`config.mk`:
```
export PLATFORM = sky130hd
export DESIGN_NAME = usbdev_wb_arbiter
export DESIGN_NICKNAME = d
export VERILOG_FILES = /design/src/rtl/usbdev_wb_arbiter_pkg.sv /design/src/rtl/usbdev_wb_arbiter_watchdog.sv /design/src/rtl/usbdev_wb_arbiter.sv
export SDC_FILE = /design/constraint.sdc
export NUM_CORES = 1
export LEC_CHECK = 0
export ABC_CLOCK_PERIOD_IN_PS = 4160
export BUFFER_PORTS_ARGS = -buffer_cell sky130_fd_sc_hd__buf_4
export CAP_MARGIN = 40
export CORE_AREA = 2 2 103 105
export CTS_BUF_LIST = sky130_fd_sc_hd__clkbuf_16
export DETAILED_ROUTE_END_ITERATION = 7
export DIE_AREA = 0 0 105 107
export PLACE_DENSITY_LB_ADDON = 0.08
export SYNTH_ARGS = -nofsm -noshare
export SYNTH_HDL_FRONTEND = slang
export SYNTH_SLANG_ARGS = --single-unit
```
`constraint.sdc`:
```
create_clock -name ctrlCd_clk -period 4.16 [get_ports ctrlCd_clk]
set_input_delay 0.416 -clock ctrlCd_clk [delete_from_list [all_inputs] [get_ports ctrlCd_clk]]
set_output_delay 0.416 -clock ctrlCd_clk [all_outputs]
set_load 0.03 [all_outputs]
```
`src/rtl/usbdev_wb_arbiter_pkg.sv`:
```
// rtl/usbdev_wb_arbiter_pkg.sv - shared Wishbone bus widths, arbiter state encoding and watchdog sizing
package usbdev_wb_arbiter_pkg;

   localparam int ADR_W_DEF = 14;
   localparam int DAT_W_DEF = 32;
   localparam int SEL_W_DEF = 4;

   typedef enum logic [1:0] {
      ST_IDLE  = 2'd0,
      ST_OWN0  = 2'd1,
      ST_OWN1  = 2'd2,
      ST_ABORT = 2'd3
   } arb_state_e;

   // A disabled watchdog (TIMEOUT=0) still gets a 1-bit counter so the vector stays legal.
   function automatic int wdog_width(input int timeout);
      return (timeout < 1) ? 1 : $clog2(timeout + 1);
   endfunction

endpackage

```
`src/rtl/usbdev_wb_arbiter_watchdog.sv`:
```
// rtl/usbdev_wb_arbiter_watchdog.sv - saturating stall counter that flags a strobe left unacknowledged for TIMEOUT cycles
module usbdev_wb_arbiter_watchdog
   import usbdev_wb_arbiter_pkg::*;
#(
   parameter int TIMEOUT = 255
) (
   input  logic clk,
   input  logic reset,
   input  logic stb,
   input  logic ack,
   output logic expire
);

   localparam int W = wdog_width(TIMEOUT);
   localparam logic [W-1:0] WDOG_MAX = '1;
   localparam logic [W-1:0] WDOG_TMO = W'(TIMEOUT);

   logic [W-1:0] wdog_q;
   logic [W-1:0] wdog_d;

   always_comb begin
      wdog_d = wdog_q;
      if (ack || !stb) begin
         wdog_d = '0;
      end else if (wdog_q != WDOG_MAX) begin
         wdog_d = wdog_q + 1'b1;
      end
   end

   always_ff @(posedge clk) begin
      if (reset) begin
         wdog_q <= '0;
      end else begin
         wdog_q <= wdog_d;
      end
   end

   // An ACK landing on the limit cycle completes the beat instead of aborting it.
   assign expire = (TIMEOUT != 0) && stb && !ack && (wdog_q == WDOG_TMO);

endmodule

```
`src/rtl/usbdev_wb_arbiter.sv`:
```
// rtl/usbdev_wb_arbiter.sv - two-master classic Wishbone arbiter with CYC lock, round-robin and stall abort
module usbdev_wb_arbiter
   import usbdev_wb_arbiter_pkg::*;
#(
   parameter int ADR_W      = ADR_W_DEF,
   parameter int DAT_W      = DAT_W_DEF,
   parameter int SEL_W      = SEL_W_DEF,
   parameter int TIMEOUT    = 255,
   parameter int FIXED_PRIO = 0
) (
   input  logic             ctrlCd_clk,
   input  logic             ctrlCd_reset,
   input  logic             m0_CYC,
   input  logic             m0_STB,
   input  logic             m0_WE,
   input  logic [ADR_W-1:0] m0_ADR,
   input  logic [SEL_W-1:0] m0_SEL,
   input  logic [DAT_W-1:0] m0_DAT_MOSI,
   output logic [DAT_W-1:0] m0_DAT_MISO,
   output logic             m0_ACK,
   output logic             m0_ERR,
   input  logic             m1_CYC,
   input  logic             m1_STB,
   input  logic             m1_WE,
   input  logic [ADR_W-1:0] m1_ADR,
   input  logic [SEL_W-1:0] m1_SEL,
   input  logic [DAT_W-1:0] m1_DAT_MOSI,
   output logic [DAT_W-1:0] m1_DAT_MISO,
   output logic             m1_ACK,
   output logic             m1_ERR,
   output logic             s_CYC,
   output logic             s_STB,
   output logic             s_WE,
   output logic [ADR_W-1:0] s_ADR,
   output logic [SEL_W-1:0] s_SEL,
   output logic [DAT_W-1:0] s_DAT_MOSI,
   input  logic [DAT_W-1:0] s_DAT_MISO,
   input  logic             s_ACK,
   output logic [1:0]       grant
);

   arb_state_e state_q, state_d;
   logic       last_q, last_d;
   logic       owner_q, owner_d;
   logic       err_first_q, err_first_d;
   logic       wdog_expire;

   usbdev_wb_arbiter_watchdog #(.TIMEOUT(TIMEOUT)) u_wdog (
      .clk    (ctrlCd_clk),
      .reset  (ctrlCd_reset),
      .stb    (s_STB),
      .ack    (s_ACK),
      .expire (wdog_expire)
   );

   always_comb begin
      state_d     = state_q;
      last_d      = last_q;
      owner_d     = owner_q;
      err_first_d = 1'b0;
      case (state_q)
         ST_IDLE: begin
            if (m0_CYC && m1_CYC) begin
               state_d = ((FIXED_PRIO != 0) || last_q) ? ST_OWN0 : ST_OWN1;
            end else if (m0_CYC) begin
               state_d = ST_OWN0;
            end else if (m1_CYC) begin
               state_d = ST_OWN1;
            end
         end
         ST_OWN0: begin
            if (!m0_CYC) begin
               state_d = ST_IDLE;
               last_d  = 1'b0;
            end else if (wdog_expire) begin
               state_d     = ST_ABORT;
               owner_d     = 1'b0;
               err_first_d = 1'b1;
            end
         end
         ST_OWN1: begin
            if (!m1_CYC) begin
               state_d = ST_IDLE;
               last_d  = 1'b1;
            end else if (wdog_expire) begin
               state_d     = ST_ABORT;
               owner_d     = 1'b1;
               err_first_d = 1'b1;
            end
         end
         ST_ABORT: begin
            if (!(owner_q ? m1_CYC : m0_CYC)) begin
               state_d = ST_IDLE;
               last_d  = owner_q;
            end
         end
         default: state_d = ST_IDLE;
      endcase
   end

   always_ff @(posedge ctrlCd_clk) begin
      if (ctrlCd_reset) begin
         state_q     <= ST_IDLE;
         last_q      <= 1'b1;
         owner_q     <= 1'b0;
         err_first_q <= 1'b0;
      end else begin
         state_q     <= state_d;
         last_q      <= last_d;
         owner_q     <= owner_d;
         err_first_q <= err_first_d;
      end
   end

   // Reset also silences the bus in the cycle it is sampled, so an in-flight beat never terminates.
   always_comb begin
      s_CYC       = 1'b0;
      s_STB       = 1'b0;
      s_WE        = 1'b0;
      s_ADR       = '0;
      s_SEL       = '0;
      s_DAT_MOSI  = '0;
      m0_ACK      = 1'b0;
      m0_ERR      = 1'b0;
      m0_DAT_MISO = '0;
      m1_ACK      = 1'b0;
      m1_ERR      = 1'b0;
      m1_DAT_MISO = '0;
      grant       = 2'b00;
      if (!ctrlCd_reset) begin
         case (state_q)
            ST_OWN0: begin
               s_CYC       = m0_CYC;
               s_STB       = m0_STB;
               s_WE        = m0_WE;
               s_ADR       = m0_ADR;
               s_SEL       = m0_SEL;
               s_DAT_MOSI  = m0_DAT_MOSI;
               m0_ACK      = s_ACK && m0_CYC;
               m0_DAT_MISO = s_DAT_MISO;
               grant       = 2'b01;
            end
            ST_OWN1: begin
               s_CYC       = m1_CYC;
               s_STB       = m1_STB;
               s_WE        = m1_WE;
               s_ADR       = m1_ADR;
               s_SEL       = m1_SEL;
               s_DAT_MOSI  = m1_DAT_MOSI;
               m1_ACK      = s_ACK && m1_CYC;
               m1_DAT_MISO = s_DAT_MISO;
               grant       = 2'b10;
            end
            ST_ABORT: begin
               m0_ERR = err_first_q && !owner_q;
               m1_ERR = err_first_q && owner_q;
               grant  = owner_q ? 2'b10 : 2'b01;
            end
            default: ;
         endcase
      end
   end

endmodule

```
==> results.ini <==
[yosys]
synth_top_area_cell = and2_1
synth_edf_count = 0
ys_top_cells_by_area = and2_1 21%, a22oi_1 20%, dfxtp_1 13%
synthFlopType = dfxtp_1
yosysWarnings = 0
async_flop_share_pct = 0
ys_seq_area_share_pct = 13.4
syn_area_um2 = 1940
syn_nets = 441
synth.most_common_cell = nor2_1
synth_common_cells = 69 x nor2_1, 65 x and2_1, 53 x a22oi_1
netlist-cell-type-count = 40
avgSynthCellArea_um2 = 6.61
yosysTopAreaCellShare_pct = 20.9
synthCells = 294
synth_seq_cells = 13

[critical_path]
critPathLaunchType = flop
critPathRequiredTime_ps = 3740
critical_path_class = reg2out
endpoint_kind = primary output
critPathMaxFanout = 31
arrival_ps = 2370
r2r_cells = 7

[final_layout]
diodes = 0
n_fill_cell = 1113
post-route-util_pct = 40.8
drive_above_1_share_pct = 52.4
nets = 688
seq_area_um2 = 260
syn_to_final_growth_pct = 112
multi_input_area_um2 = 1570

[clocking]
ctsHtreeMaxLevel = 1
clock_latency_ps = 240
clk_pin_slew_ps = 50
cts_setup_buffers = 0
hold_buffers = 0
clockBufferDepth = 2
cts.sinks = 13
tritoncts = done
cts_buffers = 3
cts_root_buffer = clkbuf_16
cts_resized = 0

[power_and_ir_drop]
power.leakage_nw = 2.02
clock_power_share_pct = 14.1
pwr-share-comb_pct = 74.5
p_int_mw = 0.646
p_seq_share_pct = 11.4
power_density_nw_per_um2 = 314
ir_worst_vdd_v = 0.000139
p_sw_share_pct = 50.1
switching_power_mw = 0.648

[floorplan]
core-area_um2 = 10100
ios = 264
start_util_pct = 19.3
dieArea_um2 = 11200
die_h_um = 107
die_x_um = 105
row_count = 37

[sta]
finalHoldViolCount = 0
fin_skew_ps = 1.27
grt_setup_unrepaired = false
drv_slew = 0
fin_crit_sh_pct = 66.9
worstMarginPinSlew_ps = 590
setup_tns_ps = 0
holdWs_ps = 443
slew-limit-headroom_pct = 60.7
clock.fmax_ghz = 0.359
min_period_ps = 2780
setup_viol = 0

[routing]
routed_wl_mm = 11.3
ant_nets = 0
routedWlPerCell_um = 16.7
viasPerCell = 4.53
drt_iter0_markers = 197
via_count = 3064
drc = 0
first_pass_iters = 4

[placement]
place.gp.congestion = 0.865
post-dp-hpwl_mm = 9.31
port_buffers = 263

[flow_run]
cap_violations = 0

[global_routing]
antenna_found_initial = 0
grtUsageTotal_pct = 18.9
grt_max_degree = 35
overflow = 0
first_global_vias = 3192
grt_pass1_wl_mm = 16.9

[min_path]
hp-class = in2reg
whs_path_depth = 2

[outcome]
status = completed

per-layer routing:
metal  vias to the layer above  track usage, %  share of wire [%]
li1                       1514               -                  -
met1                      1404            20.7                 37
met2                       136            35.7                 53
met3                        10            5.96                8.5
met4                         0            3.52                1.5
met5                         -               0                  0
path summary, 6_finish.rpt:
check                                  start          to  slack (ps)
worst min register to register        last_q      last_q         500
worst max register to register    state_q[0]  state_q[0]        1670
worst max-delay path              state_q[0]    s_SEL[0]        1380
worst min-delay path            ctrlCd_reset  state_q[0]         440
registers in the layout, summed over array words and instances, names as in the netlist:
signal,count
err_first_q,1
owner_q,1
u_wdog.wdog_q,8
state_q,2
last_q,1
cells in the final DEF (no fill, tap or decap), types with 2 or more instances in the layout:
master / synthesis / layout
nor2b_1: 2 / 2
inv_1: 4 / 5
and2_1: 65 / 65
o21ai_0: 4 / 4
a21oi_1: 6 / 6
nor2_1: 69 / 69
nor3_1: 2 / 2
nand3_1: 3 / 3
a2111oi_2: 2 / 2
dfxtp_1: 13 / 13
a22oi_1: 53 / 53
clkbuf_16: 0 / 3
ha_1: 6 / 4
and3_1: 4 / 4
nand2b_1: 3 / 2
ha_2: 0 / 2
xor2_1: 4 / 4
nand2_1: 8 / 8
buf_4: 0 / 267
critical path, stage by stage, from the launching register on:
cell,delay (ps)
dfxtp_1,360
inv_1,150
ha_2,590
buf_4,430
a22oi_1,150
nor2_1,220
buf_4,210
power groups by stage:
stage	logic [mW]	registers [mW]	clock network, mW
global placement	0.946	0.149	0
finish	0.965	0.147	0.182
detailed placement	0.970	0.150	0
CTS	0.972	0.147	0.187
floorplan	0.605	0.147	0
global route	1.05	0.150	0.195
cells by family after synthesis:
kind of cell | after synthesis | synth area share [%]
AND/OR/NAND/NOR | 164 | 43.8
flip-flops | 13 | 13.4
XOR/XNOR | 4 | 1.80
multiplexers | 2 | 1.29
AO/OA/AOI/OAI | 75 | 29.5
adder cells (fa/ha/maj) | 6 | 3.86
buffers and inverters | 30 | 6.37
final cells by class:
type,count,share of cell area [%]
clock buffer,3,1.82
tap,136,4.13
timing repair buffer,268,49.2
inverter,4,0.365
clock inverter,1,0.0912
sequential,13,6.32
multi-input combinational,251,38.1
through the flow:
stage	total power [mW]	setup slack (ps)	instance area (µm²)	std cells
final	1.29	1380	4120	676
after global routing	1.39	1250	4120	676
after CTS	1.31	1390	4120	676
after detailed placement	1.12	1650	4040	672
after global placement	1.10	1580	4020	671
after floorplan	0.751	2100	1940	294
No activity file was read; power rests on OpenSTA's default activity.
